$ cat src/rtl/ysyx_210544_dcache_arbiter.sv
// Two-requester arbiter (data, instruction-fetch) in front of a single dcache port.
// Define YSYX210544_DCACHE_ARB_RR_EN for round-robin on simultaneous requests; default is fixed data priority.
module ysyx_210544_dcache_arbiter (
    input  logic        clk,
    input  logic        rst,
    input  logic        i_d_req,
    input  logic [63:0] i_d_addr,
    input  logic        i_d_op,
    input  logic [2:0]  i_d_bytes,
    input  logic [63:0] i_d_wdata,
    output logic        o_d_ack,
    output logic [63:0] o_d_rdata,
    input  logic        i_i_req,
    input  logic [63:0] i_i_addr,
    input  logic        i_i_op,
    input  logic [2:0]  i_i_bytes,
    input  logic [63:0] i_i_wdata,
    output logic        o_i_ack,
    output logic [63:0] o_i_rdata,
    output logic        o_cache_req,
    output logic [63:0] o_cache_addr,
    output logic        o_cache_op,
    output logic [2:0]  o_cache_bytes,
    output logic [63:0] o_cache_wdata,
    input  logic        i_cache_ack,
    input  logic [63:0] i_cache_rdata,
    output logic        o_busy
);

    typedef enum logic [2:0] {
        S_IDLE,
        S_BUSY_D,
        S_BUSY_I,
        S_RESP_D,
        S_RESP_I
    } state_t;

    state_t r_state;
    logic   w_prio_d;
    logic   w_grant_d;

`ifdef YSYX210544_DCACHE_ARB_RR_EN
    // Set when the instruction requester was granted most recently
    logic r_last_i;
    assign w_prio_d = r_last_i;
`else
    assign w_prio_d = 1'b1;
`endif

    assign w_grant_d = i_d_req && (!i_i_req || w_prio_d);

    always_ff @(posedge clk) begin
        if (rst) begin
            r_state       <= S_IDLE;
            o_cache_req   <= 1'b0;
            o_cache_addr  <= 64'd0;
            o_cache_op    <= 1'b0;
            o_cache_bytes <= 3'd0;
            o_cache_wdata <= 64'd0;
            o_d_ack       <= 1'b0;
            o_i_ack       <= 1'b0;
            o_d_rdata     <= 64'd0;
            o_i_rdata     <= 64'd0;
            o_busy        <= 1'b0;
`ifdef YSYX210544_DCACHE_ARB_RR_EN
            r_last_i      <= 1'b1;
`endif
        end else begin
            case (r_state)
                S_IDLE: begin
                    if (w_grant_d) begin
                        o_cache_req   <= 1'b1;
                        o_cache_addr  <= i_d_addr;
                        o_cache_op    <= i_d_op;
                        o_cache_bytes <= i_d_bytes;
                        o_cache_wdata <= i_d_wdata;
                        o_busy        <= 1'b1;
                        r_state       <= S_BUSY_D;
`ifdef YSYX210544_DCACHE_ARB_RR_EN
                        r_last_i      <= 1'b0;
`endif
                    end else if (i_i_req) begin
                        o_cache_req   <= 1'b1;
                        o_cache_addr  <= i_i_addr;
                        o_cache_op    <= i_i_op;
                        o_cache_bytes <= i_i_bytes;
                        o_cache_wdata <= i_i_wdata;
                        o_busy        <= 1'b1;
                        r_state       <= S_BUSY_I;
`ifdef YSYX210544_DCACHE_ARB_RR_EN
                        r_last_i      <= 1'b1;
`endif
                    end
                end
                S_BUSY_D: begin
                    if (i_cache_ack) begin
                        o_cache_req <= 1'b0;
                        o_d_rdata   <= o_cache_op ? 64'd0 : i_cache_rdata;
                        o_d_ack     <= 1'b1;
                        r_state     <= S_RESP_D;
                    end
                end
                S_BUSY_I: begin
                    if (i_cache_ack) begin
                        o_cache_req <= 1'b0;
                        o_i_rdata   <= o_cache_op ? 64'd0 : i_cache_rdata;
                        o_i_ack     <= 1'b1;
                        r_state     <= S_RESP_I;
                    end
                end
                S_RESP_D: begin
                    o_d_ack <= 1'b0;
                    o_busy  <= 1'b0;
                    r_state <= S_IDLE;
                end
                S_RESP_I: begin
                    o_i_ack <= 1'b0;
                    o_busy  <= 1'b0;
                    r_state <= S_IDLE;
                end
                default: begin
                    o_cache_req <= 1'b0;
                    o_d_ack     <= 1'b0;
                    o_i_ack     <= 1'b0;
                    o_busy      <= 1'b0;
                    r_state     <= S_IDLE;
                end
            endcase
        end
    end

endmodule

$ cat config.mk
export PLATFORM = sky130hd
export DESIGN_NAME = ysyx_210544_dcache_arbiter
export DESIGN_NICKNAME = d
export VERILOG_FILES = /design/src/rtl/ysyx_210544_dcache_arbiter.sv
export SDC_FILE = /design/constraint.sdc
export NUM_CORES = 1
export LEC_CHECK = 0
export CAP_MARGIN = 0
export CORE_AREA = 3 3 230 232
export DETAILED_ROUTE_END_ITERATION = 6
export DIE_AREA = 0 0 233 235
export MAX_ROUTING_LAYER = met4
export PLACE_DENSITY = 0.47
export SLEW_MARGIN = 20
export SYNTH_ARGS = -nofsm -noshare
export SYNTH_HDL_FRONTEND = slang
export SYNTH_SLANG_ARGS = --single-unit
$ cat constraint.sdc
create_clock -name clk -period 5.3 [get_ports clk]
set_clock_uncertainty 0.2 [all_clocks]
set_input_delay 1.06 -clock clk [delete_from_list [all_inputs] [get_ports clk]]
set_output_delay 1.06 -clock clk [all_outputs]
set_load 0.005 [all_outputs]
==> results.tsv, run 1 <==
metric	value	unit
R2R cell count	5	
Mapped Area	11100	sq um
clk sinks	267	
relative max-transition margin	0.293	
Post-Route WL	50000	um
htree depth	2	
Setup violations, final	0	
Crit path buffers/inverters	1	
WL per Instance	20.0	um
syn avg cell area	8.87	sq um
Vias	10800	
post-synth top area cell	dfxtp_1	
Final min period	2.79	ns
Max Freq	0.359	GHz
most frequent cell after synthesis	dfxtp_1	
Ys Warns	0	
crit-path leading delay family	buffers and inverters	
CP cell instances	clkdlybuf4s50_1	
status	finished, final reports clean	
first-pass iteration count of the detailed router	4	
Max stage delay on crit path	0.56	ns
GRT Util Overall	0.180	
Mapped Cells	1252	
Max IR drop VDD	0.167	mV
global-route wire length before repair	71700	um
pre-CTS setup slack	1.89	ns
number of global-route vias before repair	10900	
Clock Latency Late Sink	0.54	ns
CP endpoint kind	output port	
# DRC	0	
Max FO, Critical Path	2	
GR Overflow Total	0	
CTS clk-pin slew, worst paths	0.06	ns
Mapped Nets	1585	
Worst Max-Slew Pin Slew	1.05	ns
layout cells sized above 1	0.0765	
Detail Placement HPWL	36800	um
core area	51200	sq um
Port-buffer cells	596	
Final #Nets	2122	
FF+latch count, synth	267	
Post CTS Setup Buffer Count	0	
Post-CTS Hold Fix Bufs	0	
vias per cell	4.33	
CP Data Arrival Time	1.53	ns
initial antenna violation count	3	
Leakage	0.00681	uW
Root Buffer	clkbuf_16	
die area	54800	sq um
Pwr Density	321	nW/um^2
FFs w/ async S/R, synth	0	
Most used DFF post-synth	dfxtp_1	
Setup CP Type	register to output port	
Post-synth EDFFs	0	
Hold Violations, Final	0	
slowest CP cell	clkdlybuf4s50_1	
Starting Density	0.217	
clock buffers created by TritonCTS	36	
post-synth top area share	0.481	
Ports	597	
Clock Tree Buf Depth	3	
Placer Congestion	0.797	
Critical Path Stages	1	
antenna-violating nets left	0	
post-route setup TNS	0	ns
CTS resizes	0	
largest net degree at the start of global routing	114	
Startpoint Class	register	
Worst Hold Path Cells	2	
final worst path period share	0.526	
RSZ-0062 raised after global routing	false	
Syn-to-layout area delta	68.5	%
Die W	233	um
Area contributors post-synth	dfxtp_1 48%, mux2i_1 12%, a211oi_1 8.9%, nand2_1 7.7%, a21oi_1 4.6%	
DR iter-0 viols	371	
post-synth cell types	29	
Max Cap Viol	0	
Die Span Y	235	um
worst min path class	register to register	
num rows	83	
CTS tree	yes	
Worst Path Required	4.04	ns
Seq/Total Area, Yosys	0.481	
setup ws final	2.51	ns
Slew Limit Fails	0	
Commonest cells post-synth	267 x dfxtp_1, 229 x nand2_1, 135 x nor2_1, 132 x a211oi_1, 132 x mux2i_1	
per-layer routing:
| metal | up-vias | wire (um) | track usage |
|---|---|---|---|
| li1 | 5368 | - | - |
| met1 | 4984 | 19600 | 0.196 |
| met4 | 0 | 1110 | 0.0427 |
| met3 | 56 | 5260 | 0.0743 |
| met5 | - | 0 | - |
| met2 | 402 | 24000 | 0.303 |
cells by family after synthesis:
logic type	count (synthesis)	share of synthesized area
simple gates	467	0.183
compound gates	273	0.164
flops	267	0.481
mux	132	0.119
buf+inv	113	0.0523
cell usage in the layout (no fill, tap or decap), types with 2 or more instances in the layout:
master	instances
nor2b_1	64
a211oi_1	132
inv_6	2
inv_1	2
clkinvlp_4	4
diode_2	3
dfxtp_1	266
nand2_2	30
clkbuf_8	8
o21ai_0	4
clkbuf_16	37
nor3_1	2
nor4_4	2
buf_12	7
nand2_1	229
a21oi_2	30
buf_4	6
clkdlybuf4s50_1	594
a21oi_1	103
nor2_1	135
clkinv_2	5
clkbuf_1	9
mux2i_1	132
cell type report:
class	count	area [sq um]
diodes	3	7.51
flip-flops and latches	267	5350
repair buffers	609	6160
inverters	3	11.3
clock buffers	54	1070
multi-input cells	872	5200
clock inverters	11	72.6
well taps	680	851
fillers	5210	32500
state kept, by name, indices dropped and copies added, names as in the netlist:
name,cells
o_i_ack,1
r_state,3
o_cache_bytes,3
o_cache_wdata,64
o_d_ack,1
o_cache_req,1
o_cache_addr,64
o_busy,1
o_cache_op,1
o_d_rdata,64
o_i_rdata,64
per-stage QoR:
stage                     utilization  total power, uW  hold WS (ns)  instances  instance area (sq um)
after global placement          0.343             3740         0.242       2431                  17600
after global routing            0.366             6330         0.269       2499                  18700
after floorplan                     -             2900         0.253       1252                  11100
after detailed placement        0.343             3750         0.248       2431                  17600
after CTS                       0.365             6160         0.256       2496                  18700
final                           0.366             6010         0.253       2499                  18700
report_power, final:
part | total (uW) | switching, uW | leakage [uW] | internal [uW]
combinational | 1380 | 645 | 0.00406 | 734
clock | 2340 | 941 | 0.000553 | 1400
sequential | 2300 | 99.6 | 0.00219 | 2200
total | 6010 | 1690 | 0.00681 | 4330
worst paths after layout:
path | startpoint | end | slack [ns]
min reg2reg | o_d_rdata[13] | o_d_rdata[13] | 0.25
max | o_d_rdata[6] | o_d_rdata[6] | 2.51
min | o_d_rdata[13] | o_d_rdata[13] | 0.25
max reg2reg | r_state[0] | o_d_rdata[51] | 2.82
(Power assumes the default switching activity.)
==> run 2, diff against run 1 <==
--- a/config.mk
+++ b/config.mk
@@ -6,9 +6,9 @@
 export NUM_CORES = 1
 export LEC_CHECK = 0
 export CAP_MARGIN = 0
-export CORE_AREA = 3 3 230 232
+export CORE_AREA = 3 3 234 236
 export DETAILED_ROUTE_END_ITERATION = 6
-export DIE_AREA = 0 0 233 235
+export DIE_AREA = 0 0 237 239
 export MAX_ROUTING_LAYER = met4
 export PLACE_DENSITY = 0.47
 export SLEW_MARGIN = 20
==> constraint.sdc (replaced) <==
create_clock -name clk -period 2.54 [get_ports clk]
set_clock_uncertainty 0.2 [all_clocks]
set_input_delay 0.508 -clock clk [delete_from_list [all_inputs] [get_ports clk]]
set_output_delay 0.508 -clock clk [all_outputs]
set_load 0.005 [all_outputs]
==> results.tsv, run 2 (synthesized netlist as in run 1, its figures left out) <==
metric	value	unit
status	finished, final reports clean	
Slew Limit Fails	0	
Pwr Total	12400	uW
CTS clk-pin slew, worst paths	0.06	ns
Worst Max-Slew Pin Slew	0.615	ns
final worst path period share	0.893	
Max IR drop VDD	0.515	mV
htree depth	2	
CP endpoint kind	output port	
Die W	237	um
Leakage	0.00699	uW
CP cell instances	clkdlybuf4s50_1	
Worst Path Required	1.83	ns
die area	56600	sq um
placed cell count	2471	
initial antenna violation count	5	
clk sinks	267	
Detail Placement HPWL	40100	um
Syn-to-layout area delta	71.6	%
Worst Setup SP	o_cache_addr[8]	
Post CTS Setup Buffer Count	0	
Pwr Density	653	nW/um^2
worst min path class	register to register	
Max Freq	0.441	GHz
Starting Density	0.211	
CP Data Arrival Time	1.56	ns
DR iter-0 viols	348	
global-route wire length before repair	73900	um
largest net degree at the start of global routing	83	
CTS resizes	0	
clock buffers created by TritonCTS	35	
Max stage delay on crit path	0.70	ns
most common cell after layout, fill and taps aside	clkdlybuf4s50_1	
CTS tree	yes	
Max Cap Viol	0	
Final min period	2.27	ns
crit-path leading delay family	buffers and inverters	
Die Span Y	239	um
post-route setup TNS	0	ns
Startpoint Class	register	
number of global-route vias before repair	11000	
Root Buffer	clkbuf_16	
layout cells sized above 1	0.0887	
# DRC	0	
Finished Layout Cells	2530	
Setup violations, final	0	
Vias	10900	
Placer Congestion	0.832	
GRT Util Overall	0.180	
worst hold start	o_i_rdata[33]	
Clock Tree Buf Depth	3	
Crit path buffers/inverters	1	
Max FO, Critical Path	2	
Ports	597	
core area	52700	sq um
Hold Violations, Final	0	
worst r2r src	r_state[0]	
WL per Instance	20.5	um
Setup CP Type	register to output port	
vias per cell	4.33	
Final #Nets	2153	
GR Overflow Total	0	
Port-buffer cells	596	
num rows	84	
slowest CP cell	clkdlybuf4s50_1	
antenna-violating nets left	0	
most frequent cells in the layout	594 x clkdlybuf4s50_1, 266 x dfxtp_1, 229 x nand2_1, 135 x nor2_1	
RSZ-0062 raised after global routing	false	
relative max-transition margin	0.590	
Post-CTS Hold Fix Bufs	0	
Post-Route WL	51900	um
post-layout util	0.362	
Clock Latency Late Sink	0.53	ns
first-pass iteration count of the detailed router	4	
run 2: changes by cell type in the layout (fill, tap and decap cells not counted), sizes merged:
cell / previous run / this run
buf: 15 / 47
clkinvlp: 4 / 1
clkbuf: 54 / 49
inv: 5 / 3
diode: 3 / 4
run 2: layout make-up:
class | count | area, sq um
Antenna cell | 4 | 10.0
Clock buffer | 49 | 1020
Clock inverter | 6 | 36.3
Fill cell | 5313 | 33600
Inverter | 3 | 11.3
Multi-Input combinational cell | 872 | 5200
Sequential cell | 267 | 5350
Tap cell | 688 | 861
Timing Repair Buffer | 641 | 6570
run 2: where the power goes:
group,switching (uW),internal (uW)
combinational,1400,1630
clock,1840,2780
sequential,218,4590
total,3450,8990
run 2: metal layers:
layer  up-vias  global-route usage  share of wire
met2       415               0.298           0.49
met5         -                   -              0
met4         0              0.0698          0.037
met1      5050               0.194           0.38
met3        72              0.0718          0.096
li1       5409                   -              -
run 2: worst paths after layout:
check | endpoint | slack, ns | depth (start not counted)
hold / removal | o_i_rdata[33] | 0.25 | 2
setup / recovery | o_cache_addr[8] | 0.27 | 1
hold reg to reg | o_i_rdata[33] | 0.25 | 2
setup reg to reg | o_d_rdata[59] | 0.43 | 5
run 2: through the flow:
step                      worst slack (ns)  hold WS [ns]  area [sq um]
after floorplan                      0.706         0.253         11100
after global placement               0.191         0.241         18000
after detailed placement             0.137         0.246         18000
after CTS                            0.201         0.236         19000
after global routing                 0.230         0.271         19100
final                                0.272         0.251         19100
